File: config.mk
export PLATFORM = sky130hd
export DESIGN_NAME = imm_decode_buf
export DESIGN_NICKNAME = d
export VERILOG_FILES = /design/src/rtl/imm_decode_buf.sv
export SDC_FILE = /design/constraint.sdc
export NUM_CORES = 1
export LEC_CHECK = 0
export CAP_MARGIN = 0
export CORE_MARGIN = 2
export CORE_UTILIZATION = 52
export DETAILED_ROUTE_END_ITERATION = 8
export PLACE_DENSITY = 0.84
export SYNTH_ARGS = -nofsm -noshare
export SYNTH_HDL_FRONTEND = slang
export SYNTH_SLANG_ARGS = --single-unit
File: constraint.sdc
create_clock -name clk -period 4.1 [get_ports clk]
set_clock_uncertainty 0.05 [all_clocks]
set_input_delay 0.615 -clock clk [delete_from_list [all_inputs] [get_ports clk]]
set_output_delay 0.615 -clock clk [all_outputs]
set_load 0.05 [all_outputs]
File: src/rtl/imm_decode_buf.sv
// Decodes MIPS opcodes into immediate-extender controls (imm, EOp, rt) behind a 2-entry skid buffer.
// Latency: 1 cycle from accept to out_valid; outputs driven directly from the main register.
// Backpressure: in_ready is registered and drops only when both entries are full; out_ready never reaches in_ready combinationally.
// Optional feature macro: ILLEGAL_DROP_EN (accept but discard undecodable opcodes; illegal tied to 0).
module imm_decode_buf #(
    parameter int CNT_W = 16,
    parameter int DEPTH = 2
) (
    input  logic             clk,
    input  logic             reset,
    input  logic             in_valid,
    output logic             in_ready,
    input  logic [31:0]      in_instr,
    output logic             out_valid,
    input  logic             out_ready,
    output logic [15:0]      imm,
    output logic [1:0]       EOp,
    output logic [4:0]       rt,
    output logic             illegal,
    output logic [CNT_W-1:0] acc_cnt
);

    // One decoded buffer entry.
    typedef struct packed {
        logic [15:0] imm;
        logic [1:0]  eop;
        logic [4:0]  rt;
        logic        illegal;
    } entry_t;

    typedef enum logic [1:0] {
        ST_EMPTY = 2'd0,
        ST_ONE   = 2'd1,
        ST_FULL  = 2'd2
    } state_t;

    // The buffer is hard-wired as main + skid; any other depth is meaningless.
    generate
        if (DEPTH != 2) begin : g_bad_depth
            $error("imm_decode_buf supports DEPTH == 2 only");
        end
    endgenerate

    state_t             state_q;
    state_t             state_d;
    entry_t             main_q;
    entry_t             skid_q;
    entry_t             dec;
    logic               dec_bad;
    logic               in_ready_q;
    logic               out_valid_q;
    logic [CNT_W-1:0]   acc_cnt_q;
    logic               accept;
    logic               emit;
    logic               wr;
    logic               load_main;
    logic               load_skid;
    logic               skid_to_main;

    // rs field is not needed by the extender.
    logic               unused_rs;
    assign unused_rs = ^in_instr[25:21];

    // Decode the incoming word; the result is captured per entry at accept time.
    always_comb begin
        dec      = '0;
        dec_bad  = 1'b0;
        dec.imm  = in_instr[15:0];
        dec.rt   = in_instr[20:16];
        case (in_instr[31:26])
            6'b001000, 6'b001001, 6'b100011, 6'b101011: dec.eop = 2'b00;
            6'b001101:                                  dec.eop = 2'b01;
            6'b001111:                                  dec.eop = 2'b10;
            6'b000100:                                  dec.eop = 2'b11;
            default: begin
                dec.eop = 2'b00;
                dec_bad = 1'b1;
            end
        endcase
`ifdef ILLEGAL_DROP_EN
        dec.illegal = 1'b0;
`else
        dec.illegal = dec_bad;
`endif
    end

    assign accept = in_valid && in_ready_q;
    assign emit   = out_valid_q && out_ready;

    // Writes into the buffer: every accepted word, unless dropping undecodable ones.
`ifdef ILLEGAL_DROP_EN
    assign wr = accept && !dec_bad;
`else
    assign wr = accept;
`endif

    // Occupancy next-state and datapath steering.
    always_comb begin
        state_d      = state_q;
        load_main    = 1'b0;
        load_skid    = 1'b0;
        skid_to_main = 1'b0;
        case (state_q)
            ST_EMPTY: begin
                if (wr) begin
                    state_d   = ST_ONE;
                    load_main = 1'b1;
                end
            end
            ST_ONE: begin
                if (wr && emit) begin
                    load_main = 1'b1;
                end else if (wr) begin
                    state_d   = ST_FULL;
                    load_skid = 1'b1;
                end else if (emit) begin
                    state_d = ST_EMPTY;
                end
            end
            ST_FULL: begin
                if (emit) begin
                    state_d      = ST_ONE;
                    skid_to_main = 1'b1;
                end
            end
            default: state_d = ST_EMPTY;
        endcase
    end

    // State register plus registered handshake outputs derived from the next state.
    always_ff @(posedge clk) begin
        if (!reset) begin
            state_q     <= ST_EMPTY;
            in_ready_q  <= 1'b1;
            out_valid_q <= 1'b0;
        end else begin
            state_q     <= state_d;
            in_ready_q  <= (state_d != ST_FULL);
            out_valid_q <= (state_d != ST_EMPTY);
        end
    end

    // Main and skid entry registers; main only changes on load or skid promotion.
    always_ff @(posedge clk) begin
        if (!reset) begin
            main_q <= '0;
            skid_q <= '0;
        end else begin
            if (load_main) begin
                main_q <= dec;
            end else if (skid_to_main) begin
                main_q <= skid_q;
            end
            if (load_skid) begin
                skid_q <= dec;
            end
        end
    end

    // Accepted-instruction counter, wraps naturally.
    always_ff @(posedge clk) begin
        if (!reset) begin
            acc_cnt_q <= '0;
        end else if (accept) begin
            acc_cnt_q <= acc_cnt_q + CNT_W'(1);
        end
    end

    assign in_ready  = in_ready_q;
    assign out_valid = out_valid_q;
    assign imm       = main_q.imm;
    assign EOp       = main_q.eop;
    assign rt        = main_q.rt;
    assign illegal   = main_q.illegal;
    assign acc_cnt   = acc_cnt_q;

endmodule

# After elaboration in Yosys (flattened, before gate mapping)
# Cells that the tools add are included.
# classes
n_eq_ne	10
n_mux	17
n_reduce_logical	7
n_addsub	1
# ops
op	n
$mux 24	2
$eq 6x4->1 const B	4
$add 16x1->16 const B	1
$eq 6x6->1 const B	2
$pmux 2 s3	2
$mux 2	5
$mux 1	7
$reduce_or 7->1	1
$eq 6x3->1 const B	1
$reduce_bool 2->1	2
$logic_and 1x1->1	3
$eq 2x1->1 const B	1
$eq 2x2->1 const B	1
$logic_not 2->1	1
$ne 2x2->1 const B	1
$pmux 1 s2	1
# totals
out_inout_bits	42
register_bits	68
wordCells	47
inputBits	36

# Depth between registers and ports, before layout
# depth
word_depth	6
mapped_depth	6
ltp_nobuf	4

# Least setup slack after synthesis
# OpenSTA, ideal clock, no wires.
# synth_path
kind	register -> register
start	reg acc_cnt_q[4] (netlist: acc_cnt[4])
end	reg acc_cnt_q[14] (netlist: acc_cnt[14])
arrival_time_ns	1.648
t_required_ns	3.980
slack_ns	2.332
path_stages_with_launch	6
period_less_slack_ns	1.768
setup_time_ns	0.070
n_path_buf	1
path_cell_list	dfxtp_1 -> and4_1 -> buf_4 -> nand4_2 -> or3_1 -> a21boi_1
# synth_between
elab_chain_len	1
# synth_lines
element	line_no	source
start, declared	52	logic [CNT_W-1:0] acc_cnt_q;
start signal, assigned	165	acc_cnt_q <= acc_cnt_q + CNT_W'(1);
$add 16x1->16	165	
# Every way passes these cells.
# A chain may end at the register's enable or synchronous reset.

# Worst setup path in the final report
# layout_path
start	reg acc_cnt_q[8] (netlist: acc_cnt[8])
end	out acc_cnt[8]
# layout_lines
element	line_no	source
end, declared	20	output logic [CNT_W-1:0] acc_cnt
# No word-level cell between the ends.

==> flow_metrics.py <==
metrics = {
    "run": {
        "drv_cap": 0,
    },
    "setup_path": {
        "r2r-start": "state_q[0]$_SDFF_PN0_",
        "critPathCaptureType": "output port",
        "slowest_delay_ns": 0.85,
        "critPathArrivalTime_ns": 1.61,
        "startpoint_type": "flop",
        "worstRegToRegCells": 4,
        "critical_path_required_ns": 3.43,
        "critical_path_class": "reg2out",
        "worstReg2RegEnd": "illegal$_SDFFE_PN0P_",
        "worstPathCellList": "clkdlybuf4s50_1",
        "slowest_stage": "clkdlybuf4s50_1",
        "crit_buf_inv": 1,
        "r2r_setup_slack_ns": 2.19,
        "critPathMaxFanout": 5,
        "crit_family": "buffers and inverters",
    },
    "yosys": {
        "synth-seq-cells": 68,
        "yosysTopAreaCell": "dfxtp_1",
        "synth_area_um2": 3050,
        "syn_area_per_cell_um2": 9.34,
        "async_reset_ff_share_pct": 0,
        "synth.net_count": 363,
        "synth_seq_area_share_pct": 44.7,
        "synthesis.instances": 326,
        "synthTopCellsByCount": "nand2_1, dfxtp_1, mux2i_1",
        "synth_top_flop_cell": "dfxtp_1",
        "synth_edf_count": 0,
        "synth_most_common_cell": "nand2_1",
        "synth.top_cell.area_share_pct": 44.7,
        "yosys-top-cells-area": "dfxtp_1, nand2_1, mux2i_1, o211a_1, a21boi_0",
        "synthDistinctLibCells": 44,
        "ys.warnings.count": 0,
    },
    "clock_network": {
        "clk_path_buf_depth": 2,
        "tritoncts": "yes",
        "postCtsHoldBufs": 0,
        "h-tree-depth": 3,
        "numCtsBuffers": 9,
        "cts_setup_buffers": 0,
        "clkTransAtPathRegs_ns": 0.07,
        "clk_latency_ns": 0.34,
        "cts-resized-gates": 0,
        "cts_root_buf": "clkbuf_8",
        "clock-sinks": 68,
    },
    "global_route": {
        "grt_max_degree": 49,
        "grt_pass1_wl_um": 10500,
        "track_usage_pct": 20.9,
        "antenna_found_initial": 0,
        "grt_pass1_vias": 2382,
        "grt_overflow": 0,
    },
    "finish": {
        "area_growth_pct": 28.9,
        "final_area_um2": 3930,
        "nets": 425,
        "antenna_cells": 0,
        "drive_above_1_share_pct": 5.88,
        "multiInputGateArea_um2": 1540,
        "final_core_util_pct": 70.4,
        "seqCellArea_um2": 1360,
        "fillers": 445,
    },
    "sta": {
        "slew_headroom_pct": 36.7,
        "tightest_slew_ns": 0.950,
        "tns_ns": 0,
        "fin_crit_sh_pct": 55.5,
        "rsz0062_at_grt": "false",
        "fmax_ghz": 0.439,
        "finalWorstSetupSlack_ns": 1.82,
        "finalMaxSlewViolations": 0,
        "finalHoldViolCount": 0,
        "setup_viol": 0,
        "period_minus_slack_ns": 2.28,
    },
    "detailed_routing": {
        "drt.antenna.violating_nets": 0,
        "drt-initial-drc-count": 106,
        "drc": 0,
        "dr.pass1.iters": 4,
        "routed_via_density": 5.32,
        "drt-wirelength-per-cell_um": 13.5,
        "vias": 2465,
        "drt_wl_total_um": 6270,
    },
    "die": {
        "die_w_um": 80.5,
        "ios": 78,
        "rows": 27,
        "design.core.area_um2": 5570,
        "dieHeight_um": 80.5,
        "start_util_pct": 54.6,
        "die-area_um2": 6490,
    },
    "min_path": {
        "hp-class": "reg2reg",
        "hold_end": "skid_q[23]$_SDFFE_PN0P_",
        "min-delay-start": "skid_q[23]$_SDFFE_PN0P_",
        "hold_depth": 2,
    },
    "pwr": {
        "report.power.total_mw": 1.65,
        "pwr_density_cell_nw_per_um2": 421,
        "peakVddDrop_mv": 0.263,
        "cellLeakagePower_nw": 1.81,
    },
    "place": {
        "placed_area_um2": 3730,
        "dp_hpwl_um": 4000,
        "dpl_worst_slack_ns": 1.45,
        "place_congestion": 0.790,
        "numPortBuffers": 72,
    },
    "status": {
        "run_status": "finished, final reports clean",
    },
}
## tightest hold or removal path, cell delays in order, from the launching register on
cell	delay, ns
dfxtp_1	0.31
nand2_1	0.05
a21boi_1	0.05
## metrics by stage
step | std cells | hold slack [ns]
after floorplan | 326 | 0.384
after global placement | 449 | 0.391
after detailed placement | 449 | 0.397
after CTS | 463 | 0.406
after global routing | 463 | 0.434
final | 463 | 0.403
## layout by cell type, fill, tap and decap left out, types with 2 or more instances in the layout
master | Yosys | final
clkbuf_8 | 0 | 11
and4_1 | 4 | 4
nand4_1 | 3 | 3
and2_1 | 14 | 14
dfxtp_1 | 68 | 68
xnor2_1 | 10 | 10
o31ai_1 | 2 | 2
a31oi_1 | 2 | 2
mux2i_1 | 25 | 25
a21boi_1 | 13 | 13
buf_4 | 11 | 2
or3_1 | 2 | 2
nand2_1 | 78 | 78
nand3_1 | 9 | 9
a21boi_0 | 13 | 13
o211ai_1 | 2 | 2
o31a_1 | 2 | 2
inv_1 | 4 | 4
o211a_1 | 23 | 23
o21ai_0 | 3 | 3
nand2b_1 | 4 | 3
clkdlybuf4s50_1 | 0 | 71
## state kept, by name (all words and copies together), names as in the netlist
signal and cells:
skid_q 24, illegal 1, EOp 2, rt 5, acc_cnt 16, out_valid 1
state_q 2, imm 16, in_ready 1
## where the power goes
group / internal, mW / switching [mW] / total, mW / leakage (nW)
Clock: 0.307 / 0.232 / 0.538 / 0.0983
Sequential: 0.709 / 0.0281 / 0.737 / 0.556
Combinational: 0.147 / 0.229 / 0.377 / 1.15
## kinds of logic after synthesis
| logic type | after synthesis | synth area share, % |
|---|---|---|
| flops | 68 | 44.7 |
| fa+ha+maj | 1 | 0.411 |
| compound gates | 67 | 18.3 |
| mux | 25 | 8.22 |
| simple gates | 127 | 20.3 |
| xor+xnor | 11 | 3.16 |
| buf+inv | 27 | 4.89 |
## how the worst max path moves through the flow
stage                                 start                       end  depth (start not counted)
global route                       in_valid   skid_q[11]$_SDFFE_PN0P_                          5
floorplan           acc_cnt[4]$_SDFFE_PN0P_  acc_cnt[14]$_SDFFE_PN0P_                          5
CTS                 acc_cnt[8]$_SDFFE_PN0P_                acc_cnt[8]                          1
finish              acc_cnt[8]$_SDFFE_PN0P_                acc_cnt[8]                          1
global placement                   in_valid    skid_q[0]$_SDFFE_PN0P_                          4
detailed placement                 in_valid   skid_q[12]$_SDFFE_PN0P_                          5
## metal layers
metal	track usage (%)	up-vias	routed length (um)
met1	24.7	1138	2940
met3	6.18	10	387
met4	9.32	0	107
met5	0	-	0
li1	-	1259	-
met2	34.9	58	2840
## final cells by class
| class | count | area share, % |
|---|---|---|
| clock buffer | 12 | 3.95 |
| timing repair buffer | 74 | 18.6 |
| inverter | 4 | 0.383 |
| sequential | 68 | 34.7 |
| tap | 72 | 2.30 |
| clock inverter | 2 | 0.893 |
| multi-input combinational | 231 | 39.2 |
(Power assumes the default switching activity.)
